$ cat src/rtl/fetchstage.sv
// Instruction fetch stage: issues reads to a one-cycle synchronous instruction
// memory and presents inst/addr pairs to decode, with a one-entry skid buffer for stalls.
module fetchstage #(
  parameter logic [31:0] RESET_PC = 32'h0000_0000
) (
  input  logic        clk,
  input  logic        rst_n,
  input  logic        stall,
  input  logic        jmp,
  input  logic [31:0] jmp_addr,
  output logic        imem_en,
  output logic [31:0] imem_addr,
  input  logic [31:0] imem_rdata,
  output logic [31:0] inst,
  output logic [31:0] addr,
  output logic        inst_valid
);

  localparam logic [31:0] NOP = 32'h0000_0013;

  logic [31:0] pc_q, pc_d;
  logic        pend_q, pend_d;
  logic [31:0] pendAddr_q, pendAddr_d;
  logic        sv_q, sv_d;
  logic [31:0] skidInst_q, skidInst_d;
  logic [31:0] skidAddr_q, skidAddr_d;
  logic [31:0] inst_q, inst_d;
  logic [31:0] addr_q, addr_d;
  logic        instValid_q, instValid_d;
  logic        run_q;
  logic        issue;
  logic        unusedBits;

  assign unusedBits = ^jmp_addr[1:0];

  // run_q keeps the first read out of the reset-release cycle, so RESET_PC is issued after E0.
  assign issue = rst_n && run_q && !jmp && !sv_q && !(stall && pend_q && instValid_q);

  assign imem_en    = issue;
  assign imem_addr  = pc_q;
  assign inst       = inst_q;
  assign addr       = addr_q;
  assign inst_valid = instValid_q;

  always_comb begin
    pc_d        = pc_q;
    pend_d      = pend_q;
    pendAddr_d  = pendAddr_q;
    sv_d        = sv_q;
    skidInst_d  = skidInst_q;
    skidAddr_d  = skidAddr_q;
    inst_d      = inst_q;
    addr_d      = addr_q;
    instValid_d = instValid_q;

    if (jmp) begin
      pc_d        = {jmp_addr[31:2], 2'b00};
      pend_d      = 1'b0;
      sv_d        = 1'b0;
      instValid_d = 1'b0;
    end else begin
      if (issue) begin
        pend_d     = 1'b1;
        pendAddr_d = pc_q;
        pc_d       = pc_q + 32'd4;
      end else begin
        pend_d = 1'b0;
      end

      if (!stall || !instValid_q) begin
        if (sv_q) begin
          inst_d      = skidInst_q;
          addr_d      = skidAddr_q;
          instValid_d = 1'b1;
          // A response landing while the skid drains refills it, keeping order intact.
          if (pend_q) begin
            skidInst_d = imem_rdata;
            skidAddr_d = pendAddr_q;
          end else begin
            sv_d = 1'b0;
          end
        end else if (pend_q) begin
          inst_d      = imem_rdata;
          addr_d      = pendAddr_q;
          instValid_d = 1'b1;
        end else begin
          instValid_d = 1'b0;
        end
      end else if (pend_q) begin
        skidInst_d = imem_rdata;
        skidAddr_d = pendAddr_q;
        sv_d       = 1'b1;
      end
    end
  end

  always_ff @(posedge clk) begin
    if (!rst_n) begin
      pc_q        <= RESET_PC;
      pend_q      <= 1'b0;
      pendAddr_q  <= 32'h0;
      sv_q        <= 1'b0;
      skidInst_q  <= NOP;
      skidAddr_q  <= 32'h0;
      inst_q      <= NOP;
      addr_q      <= 32'h0;
      instValid_q <= 1'b0;
      run_q       <= 1'b0;
    end else begin
      pc_q        <= pc_d;
      pend_q      <= pend_d;
      pendAddr_q  <= pendAddr_d;
      sv_q        <= sv_d;
      skidInst_q  <= skidInst_d;
      skidAddr_q  <= skidAddr_d;
      inst_q      <= inst_d;
      addr_q      <= addr_d;
      instValid_q <= instValid_d;
      run_q       <= 1'b1;
    end
  end

endmodule

$ cat config.mk
export PLATFORM = sky130hd
export DESIGN_NAME = fetchstage
export DESIGN_NICKNAME = d
export VERILOG_FILES = /design/src/rtl/fetchstage.sv
export SDC_FILE = /design/constraint.sdc
export NUM_CORES = 1
export LEC_CHECK = 0
export ABC_AREA = 1
export BUFFER_PORTS_ARGS = -buffer_cell sky130_fd_sc_hd__buf_2
export CORE_MARGIN = 1
export CORE_UTILIZATION = 45
export CTS_BUF_LIST = sky130_fd_sc_hd__clkbuf_8
export DETAILED_ROUTE_END_ITERATION = 8
export PLACE_DENSITY = 0.74
export SYNTH_ARGS = -nofsm -noshare
export SYNTH_HDL_FRONTEND = slang
export SYNTH_SLANG_ARGS = --single-unit
export TNS_END_PERCENT = 10
$ cat constraint.sdc
create_clock -name clk -period 3.4 [get_ports clk]
set_input_delay 0.17 -clock clk [delete_from_list [all_inputs] [get_ports clk]]
set_output_delay 0.17 -clock clk [all_outputs]
set_load 0.02 [all_outputs]
==> impl_results.md <==
* Core Util, Final at 55.70%
* CP endpoint kind: output pin
* CP top delay family: buffers and inverters
* Worst stage delay on the critical path at 0.54 ns
* Clock Sinks at 188
* Post-synthesis sequential area ratio at 46.36%
* Avg Vias per Cell at 5.170
* ANT cells at 0
* Post-synth ARST share at 0%
* VDD IR-drop max at 275.8 uV
* Die height at approximately 140 microns
* Sequential fraction of design power at 55.0%
* Mapped cell area at 8118 sq um
* Core footprint at ~17000 sq um
* Fmax at 442.3 MHz
* R2r endpoint: imem_addr[21]
* First-pass iteration count of the detailed router at 5
* Final GP Congestion at 0.8940
* Initial core utilization at a little under half
* Area Growth Syn to Fin at 19.91%
* Leakage power at 0.004499 uW
* Tightest Hold Check Type: in -> reg
* Worst Hold Path EP: imem_addr[7]
* Post-Synthesis Cells at between 1000 and 1500
* DP HPWL at 13540 microns
* Least-Margin Pin Slew at 0.8102 ns
* Flops & latches, synth at roughly 190
* Final WS setup at 1.139 ns
* Number of global-route vias before repair at 6957
* First-pass GRT wire length at 34060 microns
* Final wirelength at 21700 microns
* Ranking of synthesized cells by area: dfxtp_1 (46%), nand2_1 (13%), o21ai_0 (9.1%)
* Die area at about 19000 sq um
* Final worst path period share at 66.49%
* Clock Skew at 0.01446 ns
* PwrDens at 435.7 nW/um^2
* Total GRT Usage at 23.22%
* Pin count of the biggest net entering global routing at 87
* Data arrival, critical path at between 2 and 2.5 ns
* Internal power at approximately 3100 uW
* Initial antenna violation count at 0
* Max stage delay cell, worst path: inv_2
* Number of CTS-inserted buffers at 17
* Flop-to-flop setup slack at 1.17 ns
* Hold depth at 5
* CTS Buffer Depth at 2
* Mean post-synth cell area at 6.950 sq um
* First DRT Iteration DRCs at 545
* Via Count at 8050
* GR Overflow Total at 0
* TritonCTS clock tree: done
* Crit-path cells: nor2_1 -> nand3_2 -> inv_2 -> buf_2
* Top-count cell post-synth: nand2_1
* HP Start: jmp_addr[7]
* Finished Layout Cells at approximately 1600
* H-Tree Depth at 4
* Rel. slew slack at a little under half
* Clk Latency, worst-skew pair at 0.46 ns
* Final setup fails at 0
* Critical-path maximum fanout at 46
* Die Wd at about 140 microns
* RSZ-0062 raised after global routing: no
* DRC at 0
* DRT antenna net count at 0
* Number of synthesized flops with an enable pin at 0
* Clock Tree Root: clkbuf_8
* Synth Flop Type: dfxtp_1
* Switching share of power at 25.97%
* WP buf/inv at 2
* Yosys top cell by area: dfxtp_1
* Top cell type's share of synthesized area at 46.36%
* Final critical-path required period at 2.261 ns
* Reg2reg path depth at 9
* Setup CP Type: reg -> out
* Clock power frac at around a third
* Core Rows at 48
* Dpl cells at 1487
* Ratio of cells with drive above 1 in the final layout at 16.29%
* Synth unique cells at 29
* Combinational Power Share at 10.0%
* Yosys Warn Count at 0
* MaxCap Viol Count at 0
* Max Slew Vio Count at 0
* Wirelength per Cell at approximately 14 microns
* # port buffers at 159
* Post-CTS Setup Bufs at 0
* Status: complete, no violations
* Crit start category: flip-flop
* Critical path required time at between 3 and 4 ns
* RR Startpoint: sv_q
* Sw power at ~1100 uW
* Clock transition at path regs at 0.09 ns
* # nets final at 1388
* Hold Fails Final Rpt at 0
* Synth cell count leaders: nand2_1 (277), nor2_1 (194), dfxtp_1 (188)
* IO Pins at around 170
* Pre-CTS WS at 1.197 ns
* Setup TNS at 0 ns
[worst reg2reg max path, delay by kind of cell, from the launching register on]
kind          cells  cell delay (ns)
flops             1             0.69
simple gates      6             0.69
buf+inv           3             0.77
[how the worst max path moves through the flow]
| stage | from | end | slack, ns | cells past startpoint |
|---|---|---|---|---|
| 5_1_grt | sv_q | imem_en | 0.99 | 4 |
| 2_1_floorplan | imem_addr[3] | imem_addr[30] | 1.70 | 8 |
| 3_5_place_dp | jmp | imem_addr[29] | 1.20 | 10 |
| 3_3_place_gp | jmp | imem_addr[29] | 1.21 | 10 |
| 4_1_cts | sv_q | imem_en | 1.13 | 4 |
| 6_report | sv_q | imem_en | 1.14 | 4 |
[cell usage in the layout, fill, tap and decap left out, drive strengths merged]
cell type,synthesis,final
ha,1,1
a211oi,6,6
clkinvlp,0,2
dlygate4sd3,0,38
o311ai,3,3
dfxtp,188,188
nor3,2,2
buf,37,171
a21boi,1,1
nor2,199,199
clkbuf,43,20
inv,82,83
nand3b,6,6
xor2,2,2
o21ai,148,148
nand3,67,67
or2,1,1
nand4,5,5
a21oi,33,33
conb,1,4
nand2,277,277
clkinv,0,7
xnor2,2,2
a31oi,63,63
bufinv,0,2
and3,1,1
[layout make-up]
type	count	area, sq um
sequential	188	3765
multi-input combinational	821	3690
inverter	82	307.8
fill	1697	7742
tap	225	281.5
timing repair buffer	209	1294
clock buffer	20	275.3
clock inverter	12	121.4
[power groups by stage]
| stage | Clock (uW) | Sequential [uW] | Combinational [uW] |
|---|---|---|---|
| floorplan | 0 | 2430 | 202 |
| global placement | 0 | 2380 | 384 |
| detailed placement | 0 | 2380 | 389 |
| CTS | 1510 | 2330 | 424 |
| global route | 1610 | 2350 | 469 |
| finish | 1480 | 2330 | 424 |
[flip-flops by register name, indices dropped and copies added, names as in the netlist]
signal,flops
addr,30
inst_valid,1
skidAddr_q,30
pendAddr_q,30
pend_q,1
sv_q,1
run_q,1
inst,32
skidInst_q,32
imem_addr,30
[routing by layer]
metal  global-route usage, %  wire [microns]  vias to the layer above
li1                        -               -                     4096
met1                   31.14           10180                     3665
met2                   37.85            9985                      259
met3                   4.586            1173                       30
met4                   6.111             362                        0
met5                       0               0                        -
[kinds of logic (layout without fill, tap and decap cells)]
logic type	count (synthesis)	in the layout	share of synthesized area, %
xor+xnor	4	4	0.4316
buf+inv	162	323	8.385
compound gates	254	254	16.99
fa+ha+maj	1	1	0.1541
flops	188	188	46.36
simple gates	558	558	27.64
other cells	1	4	0.04619
[per-stage QoR]
stage | instance area [sq um] | hold WS (ns) | total power (uW)
after floorplan | 8129 | 0.1977 | 2627
after global placement | 8957 | 0.3978 | 2768
after detailed placement | 8957 | 0.4060 | 2773
after CTS | 9734 | 0.01285 | 4266
after global routing | 9734 | 0.03246 | 4425
final | 9734 | 0.03667 | 4241
[repair_timing]
item,4_1_cts,5_1_grt
resized for setup,0,0
hold buffers,38,0
hold endpoints to repair,66,0
No activity file was read; power rests on OpenSTA's default activity.
